`config.mk`:
```
export PLATFORM = sky130hd
export DESIGN_NAME = key_serializer_flat
export DESIGN_NICKNAME = d
export VERILOG_FILES = /design/src/rtl/key_serializer_pkg.sv /design/src/rtl/key_serializer_if.sv /design/src/rtl/key_serializer_debounce.sv /design/src/rtl/key_serializer.sv /design/src/flat_wrapper.sv
export SDC_FILE = /design/constraint.sdc
export NUM_CORES = 1
export LEC_CHECK = 0
export CAP_MARGIN = 20
export CELL_PAD_IN_SITES_DETAIL_PLACEMENT = 0
export CELL_PAD_IN_SITES_GLOBAL_PLACEMENT = 1
export CORE_MARGIN = 8
export CORE_UTILIZATION = 52
export CTS_CLUSTER_DIAMETER = 60
export DETAILED_ROUTE_END_ITERATION = 7
export PLACE_DENSITY = 0.87
export SLEW_MARGIN = 10
export SYNTH_ARGS = -nofsm -noshare
export SYNTH_HDL_FRONTEND = slang
export SYNTH_SLANG_ARGS = --single-unit
export TNS_END_PERCENT = 20
```
`constraint.sdc`:
```
create_clock -name clk -period 3 [get_ports clk]
set_clock_uncertainty 0.2 [all_clocks]
set_input_delay 0.6 -clock clk [delete_from_list [all_inputs] [get_ports clk]]
set_output_delay 0.6 -clock clk [all_outputs]
set_load 0.02 [all_outputs]
```
`src/rtl/key_serializer_pkg.sv`:
```
// Shared constants and width helpers for the keypad serializer.
package key_serializer_pkg;

    localparam int KEY_W_DEF        = 8;
    localparam int DEBOUNCE_CYC_DEF = 4;

    function automatic int clog2(input int value);
        int result;
        int v;
        result = 0;
        v      = value - 1;
        while (v > 0) begin
            result = result + 1;
            v      = v >> 1;
        end
        return result;
    endfunction

    // Counter width that never collapses to zero bits.
    function automatic int cnt_width(input int max_count);
        int w;
        w = clog2(max_count + 1);
        return (w < 1) ? 1 : w;
    endfunction

endpackage

```
`src/rtl/key_serializer_if.sv`:
```
// Key/strobe inputs and serial/status outputs between board logic and the serializer.
interface key_serializer_if #(
    parameter int KEY_W = 8,
    parameter int PORTS = 1
);
    logic [PORTS*KEY_W-1:0] key;
    logic                   load;
    logic                   shift;
    logic [PORTS-1:0]       skey;
    logic [PORTS-1:0]       empty;
    logic                   changed;

    modport master (output key, load, shift, input skey, empty, changed);
    modport slave  (input key, load, shift, output skey, empty, changed);
endinterface

```
`src/rtl/key_serializer_debounce.sv`:
```
// One key bit: two-flop synchroniser followed by a persistence filter.
module key_serializer_debounce
    import key_serializer_pkg::*;
#(
    parameter int DEBOUNCE_CYC = DEBOUNCE_CYC_DEF
) (
    input  logic clk,
    input  logic rstn,
    input  logic key_i,
    output logic deb_o
);

    logic sync1_q;
    logic sync2_q;

    always_ff @(posedge clk or negedge rstn) begin
        if (!rstn) begin
            sync1_q <= 1'b0;
            sync2_q <= 1'b0;
        end else begin
            sync1_q <= key_i;
            sync2_q <= sync1_q;
        end
    end

    generate
        if (DEBOUNCE_CYC == 0) begin : g_bypass
            assign deb_o = sync2_q;
        end else begin : g_filter
            localparam int CW = cnt_width(DEBOUNCE_CYC);
            logic [CW-1:0] cnt_q;
            logic          deb_q;

            // Any return to the accepted value restarts the persistence count.
            always_ff @(posedge clk or negedge rstn) begin
                if (!rstn) begin
                    cnt_q <= '0;
                    deb_q <= 1'b0;
                end else if (sync2_q == deb_q) begin
                    cnt_q <= '0;
                end else if (cnt_q == CW'(DEBOUNCE_CYC - 1)) begin
                    deb_q <= sync2_q;
                    cnt_q <= '0;
                end else begin
                    cnt_q <= cnt_q + CW'(1);
                end
            end

            assign deb_o = deb_q;
        end
    endgenerate

endmodule

```
`src/rtl/key_serializer.sv`:
```
// Keypad front end: debounced keys snapshot on a load rising edge, then shifted out per port.
module key_serializer
    import key_serializer_pkg::*;
#(
    parameter int KEY_W        = KEY_W_DEF,
    parameter int PORTS        = 1,
    parameter int DEBOUNCE_CYC = DEBOUNCE_CYC_DEF,
    parameter bit MSB_FIRST    = 1'b1,
    parameter bit FILL         = 1'b0
) (
    input logic              clk,
    input logic              rstn,
    key_serializer_if.slave  bus
);

    localparam int BW = cnt_width(KEY_W);

    logic [PORTS*KEY_W-1:0] deb;
    logic [PORTS*KEY_W-1:0] prev_q;
    logic                   load_q;
    logic                   changed_q;
    logic                   ld;

    genvar gi;
    generate
        for (gi = 0; gi < PORTS*KEY_W; gi++) begin : g_deb
            key_serializer_debounce #(
                .DEBOUNCE_CYC(DEBOUNCE_CYC)
            ) u_deb (
                .clk  (clk),
                .rstn (rstn),
                .key_i(bus.key[gi]),
                .deb_o(deb[gi])
            );
        end
    endgenerate

    assign ld = bus.load & ~load_q;

    always_ff @(posedge clk or negedge rstn) begin
        if (!rstn) begin
            load_q    <= 1'b0;
            prev_q    <= '0;
            changed_q <= 1'b0;
        end else begin
            load_q    <= bus.load;
            changed_q <= 1'b0;
            if (ld) begin
                prev_q    <= deb;
                changed_q <= (deb != prev_q);
            end
        end
    end

    assign bus.changed = changed_q;

    genvar gp;
    generate
        for (gp = 0; gp < PORTS; gp++) begin : g_port
            logic [KEY_W-1:0] sr_q;
            logic [KEY_W-1:0] sr_shifted;
            logic [BW-1:0]    bits_q;

            if (MSB_FIRST) begin : g_msb
                assign sr_shifted = {sr_q[KEY_W-2:0], FILL};
                assign bus.skey[gp] = sr_q[KEY_W-1];
            end else begin : g_lsb
                assign sr_shifted = {FILL, sr_q[KEY_W-1:1]};
                assign bus.skey[gp] = sr_q[0];
            end

            // A load edge wins over a coincident shift; shifting past empty streams FILL.
            always_ff @(posedge clk or negedge rstn) begin
                if (!rstn) begin
                    sr_q   <= '0;
                    bits_q <= '0;
                end else if (ld) begin
                    sr_q   <= deb[gp*KEY_W +: KEY_W];
                    bits_q <= BW'(KEY_W);
                end else if (bus.shift) begin
                    sr_q <= sr_shifted;
                    if (bits_q != '0) begin
                        bits_q <= bits_q - BW'(1);
                    end
                end
            end

            assign bus.empty[gp] = (bits_q == '0);
        end
    endgenerate

endmodule

```
`src/flat_wrapper.sv`:
```
// flat-port wrapper written by rule: the top's interface ports become plain ports
module key_serializer_flat import key_serializer_pkg::*;
#(
    parameter int KEY_W        = KEY_W_DEF,
    parameter int PORTS        = 1,
    parameter int DEBOUNCE_CYC = DEBOUNCE_CYC_DEF,
    parameter bit MSB_FIRST    = 1'b1,
    parameter bit FILL         = 1'b0
)
  (clk, rstn, bus_key, bus_load, bus_shift, bus_skey, bus_empty, bus_changed);
  key_serializer_if #(.KEY_W(KEY_W), .PORTS(PORTS)) bus_i ();
  input logic clk;
  input logic rstn;
  input wire logic [$bits(bus_i.key)-1:0] bus_key;
  input wire logic [$bits(bus_i.load)-1:0] bus_load;
  input wire logic [$bits(bus_i.shift)-1:0] bus_shift;
  output wire logic [$bits(bus_i.skey)-1:0] bus_skey;
  output wire logic [$bits(bus_i.empty)-1:0] bus_empty;
  output wire logic [$bits(bus_i.changed)-1:0] bus_changed;
  assign bus_i.key = bus_key;
  assign bus_i.load = bus_load;
  assign bus_i.shift = bus_shift;
  assign bus_skey = bus_i.skey;
  assign bus_empty = bus_i.empty;
  assign bus_changed = bus_i.changed;
  key_serializer #(.KEY_W(KEY_W), .PORTS(PORTS), .DEBOUNCE_CYC(DEBOUNCE_CYC), .MSB_FIRST(MSB_FIRST), .FILL(FILL)) u_core (.clk(clk), .rstn(rstn), .bus(bus_i));
endmodule
```
After elaboration in Yosys (flattened, before gate mapping). Index checks and enable logic that the tools add are counted.

Add/subtract/negate cells: 9. Reduce and logical (&&, ||, !) cells: 13. Mux-type cells: 22. Eq/ne operators: 17. Bitwise operators: 10.

Operators by type and width (count): 3-bit two-way mux (16); 3-bit by 1-bit adder with 3-bit output, second input constant (8); 3-bit by 2-bit equality test with 1-bit output, second input constant (8); 2-bit AND reduction (9); 8-bit two-way mux (2); 4-bit two-way mux (3); 1-bit inverter (9); 1-bit equality test (8); 8-bit inequality test (1); 4-bit logical NOT (1); 2-bit nonzero test (2); 4-bit nonzero test (1); 4-bit by 1-bit subtractor with 4-bit output, second input constant (1); 1-bit bitwise AND (1); 1-bit two-way mux (1).

Flip-flop bits (word level): 70. Input bits: 12. Logic and storage cells: 108. Output and inout bits: 3.

Longest topological paths before layout.
Word-level depth: 4. Mapped depth: 5. Mapped depth without buffers: 5.

Modules after synthesis. From an unflattened synthesis, not the netlist that was laid out.

Cells, all modules: 200. Area, all modules: 2738.9 µm².

By module, submodules not included: key_serializer_debounce at u_core.g_deb[1].u_deb ... (cells an instance 13, area an instance 216.5 µm², times used 7); key_serializer (cells an instance 96, area an instance 994.7 µm², times used 1); key_serializer_debounce at u_core.g_deb[0].u_deb (cells an instance 13, area an instance 229.0 µm², times used 1).

Worst setup path after synthesis. Ideal clock, no wire load.

Path type: register to output. Start point: register u_core.g_port[0].bits_q[0]. End point: output port bus_empty. Path buffers: 0. Slack: 0.882 ns. Data required time: 2.200 ns. Data arrival time: 1.318 ns. Cell stages (with the launch flop): 4. Cell sequence: dfrtp_1 > inv_1 > ha_1 > nor3b_1.

Word-level cells in the longest chain between the ends: 1.

Ends and longest elaborated chain: from (decl) (RTL line key_serializer.sv:62) `logic [BW-1:0] bits_q;`; from (signal assigned) (RTL line key_serializer.sv:79) `bits_q <= BW'(KEY_W);`; from (signal assigned) (RTL line key_serializer.sv:83) `bits_q <= bits_q - BW'(1);`; 4-bit logical NOT (RTL line key_serializer.sv:88) `assign bus.empty[gp] = (bits_q == '0);`; to (decl) (RTL line flat_wrapper.sv:18) `output wire logic [$bits(bus_i.empty)-1:0] bus_empty;`.

No other way between the ends.

Worst setup path in the final report. Same ends and word-level chain as after synthesis.

==> flow_metrics.tcl <==
set metrics [dict create \
    drcViolationCount 0 \
    fin_crit_ns 2.73 \
    synthArstFlopShare_pct 100 \
    crit_buf_inv 2 \
    synth_top_area_cell "dfrtp_1" \
    slew_headroom_pct 70.3 \
    clkTransAtPathRegs_ns 0.07 \
    clock_latency_ns 0.33 \
    ys_ff_latch 70 \
    crit_required_ns 2.20 \
    port_buffers 14 \
    drt-total-wl_um 3710 \
    dp.cells 285 \
    synth_area_leaders "dfrtp_1 (66%), ha_1 (4.7%), nor3b_1 (3.7%), nand2_1 (3.5%), mux2_2 (3.4%)" \
    post_drt_wl_per_cell_um 12.3 \
    final_cells 301 \
    drive_gt1_share_pct 12.6 \
    fp.coreArea_um2 5040 \
    p_clk_share_pct 27.4 \
    antenna_found_initial 0 \
    p_int_uw 1970 \
    area.growth.synth_to_final_pct 16.9 \
    start_kind "register" \
    dp_hpwl_um 2530 \
    cts_resized 0 \
    cts-root-buf "clkbuf_8" \
    cts_buffers 9 \
    setup_viol 0 \
    fmax_mhz 366 \
    rrSetupSlack_ns 1.33 \
    synth_top_area_share_pct 65.7 \
    synth_edf_count 0 \
    grt_pass1_wl_um 6930 \
    synth.most_common_cell "dfrtp_1" \
    die_width_um 87.6 \
    ys_top_cells_by_count "dfrtp_1 (70), nand2_1 (25), nor2b_1 (13), nor3b_1 (13)" \
    worstSetupPathType "register to output pin" \
    gp_congestion 0.738 \
    r2r_end "u_core.g_port[0].bits_q[0]" \
    ir_worst_vdd_mv 0.446 \
    ys_warn_count 0 \
    grt_util_all_layers_pct 11.7 \
    syn_nets 223 \
    ant_nets 0 \
    nFillCells 404 \
    finish.net_count 248 \
    overflow 0 \
    crit_cells 4 \
    worstPathArrival_ns 1.93 \
    sw_frac_of_total_pct 28.9 \
    hold_slack_ns 0.0786 \
    min_path_type "primary input to async pin" \
    worstReg2RegStart "u_core.g_port[0].bits_q[0]" \
    seq_area_frac_synth_pct 65.7 \
    dpl-instance-area_um2 2910 \
    finalCritPeriodShare_pct 91.0 \
    first_pass_iters 4 \
    synth_area_um2 2670 \
    grt_start_max_net_pins 71 \
    setup_tns_ns 0 \
    worstPathCellList "inv_1 > ha_1 > nor3b_1 > clkdlybuf4s50_1" \
    p_comb_share_pct 22.7 \
    hold_violations 0 \
    pwr_density_cell_nw_per_um2 889 \
    synth_cells 201 \
    clock_path_buffers 2 \
    pin_count 15 \
    maxCapViolCount 0 \
    vias_per_cell 4.97 \
    chipHeight_um 87.6 \
    p_sw_uw 800 \
    row_count 26 \
    dieArea_um2 7680 \
    yosysUniqueCellTypes 23 \
    fin_area_um2 3120 \
    cts_tree "done" \
    antenna_cells 0 \
    rsz0062_at_grt "false" \
    start_util_pct 52.9 \
    ys.flop_type "dfrtp_1" \
    slowest_stage "clkdlybuf4s50_1" \
    startpoint "u_core.g_port[0].bits_q[0]" \
    worst_slew_pin_slew_ns 0.446 \
    sequentialPowerShare_pct 49.9 \
    critPathTopFamily "buffers and inverters" \
    cpPeakStageDelay_ns 0.67 \
    routed-via-count 1497 \
    crit_path_end_kind "output pin" \
    p_leak_uw 0.00148 \
    drtIter0Drc 44 \
    status "complete, no violations" \
    fin_util_pct 61.8 \
    cts_setup_buffers 0 \
    worst-path-max-fanout 4 \
    grt_pass1_vias 1607 \
    endpoint "bus_empty" \
    avgSynthCellArea_um2 13.3 \
    cts_max_level 3 \
    rr_worst_depth 6 \
    slew_violations 0 \
    hold_buffers 0 \
    clkSinkCount 70 \
]
[power groups by stage]
| stage | Clock, uW | Sequential (uW) | Combinational [uW] |
|---|---|---|---|
| CTS | 788 | 1390 | 647 |
| detailed placement | 0 | 1400 | 643 |
| finish | 759 | 1380 | 631 |
| global route | 824 | 1420 | 732 |
| global placement | 0 | 1390 | 628 |
| floorplan | 0 | 1370 | 481 |
[per-stage QoR]
step	setup WS, ns	power [uW]
after CTS	0.240	2820
after detailed placement	0.621	2050
after global routing	0.149	2980
after global placement	0.705	2020
after floorplan	0.882	1850
final	0.271	2770
[sequential cells by signal (all words and copies together), names as in the netlist]
signal                             cells
u_core.g_deb.u_deb.g_filter.cnt_q     24
u_core.g_deb.u_deb.deb_o               8
u_core.g_deb.u_deb.sync1_q             8
u_core.g_deb.u_deb.sync2_q             8
u_core.g_port.sr_q                     8
u_core.prev_q                          8
u_core.g_port.bits_q                   4
u_core.bus.changed                     1
u_core.load_q                          1
[layer usage]
| layer | global-route usage [%] | vias to the layer above | wire (um) |
|---|---|---|---|
| met1 | 13.9 | 739 | 1790 |
| met2 | 18.1 | 17 | 1730 |
| met5 | 0 | - | 0 |
| met3 | 3.28 | 7 | 112 |
| li1 | - | 734 | - |
| met4 | 7.97 | 0 | 73 |
[worst register-to-register path, delay by kind of cell, from the launching register on]
| kind | cells | cell delay [ns] |
|---|---|---|
| flip-flops | 1 | 0.38 |
| adder cells (fa/ha/maj) | 1 | 0.21 |
| buffers and inverters | 2 | 0.22 |
| AO/OA/AOI/OAI | 1 | 0.14 |
| AND/OR/NAND/NOR | 2 | 0.46 |
[final cells by class]
cell class	instances	area [um^2]	area share, %
inverter	3	11.3	0.361
clock inverter	5	56.3	1.81
timing repair buffer	18	178	5.70
multi-input combinational	124	882	28.3
tap	70	87.6	2.81
clock buffer	11	151	4.86
sequential	70	1750	56.2
[layout by cell type (no fill, tap or decap), drive strengths merged, types with 9 or more instances in the layout]
cell and instances:
nor2b 13, clkbuf 11, dfrtp 70, nor3 9
nand2 25, o21ai 10, ha 10, clkdlybuf4s50 13
nor3b 13
[how the worst min path moves through the flow]
stage	start	endpoint	slack (ns)
floorplan	rstn	u_core.bus.changed	0.10
CTS	rstn	u_core.g_deb[3].u_deb.g_filter.cnt_q[0]	0.09
detailed placement	u_core.g_deb[5].u_deb.sync1_q	u_core.g_deb[5].u_deb.sync2_q	0.13
global route	rstn	u_core.prev_q[7]	0.10
finish	rstn	u_core.g_deb[7].u_deb.sync1_q	0.08
global placement	u_core.g_deb[7].u_deb.sync1_q	u_core.g_deb[7].u_deb.sync2_q	0.13
[logic make-up (layout without fill, tap and decap cells)]
group                      after synthesis  count (layout)  synth area share, %
buffers and inverters                    7              37                 1.27
and+or+nand+nor                         67              67                 13.8
AOI/OAI and AO/OA                       16              16                 3.33
muxes                                   15              15                 6.00
xor gates and xnor gates                16              16                 5.25
adders and majority gates               10              10                 4.69
DFF                                     70              70                 65.7
Note: power is estimated with default switching activity, not from simulation.
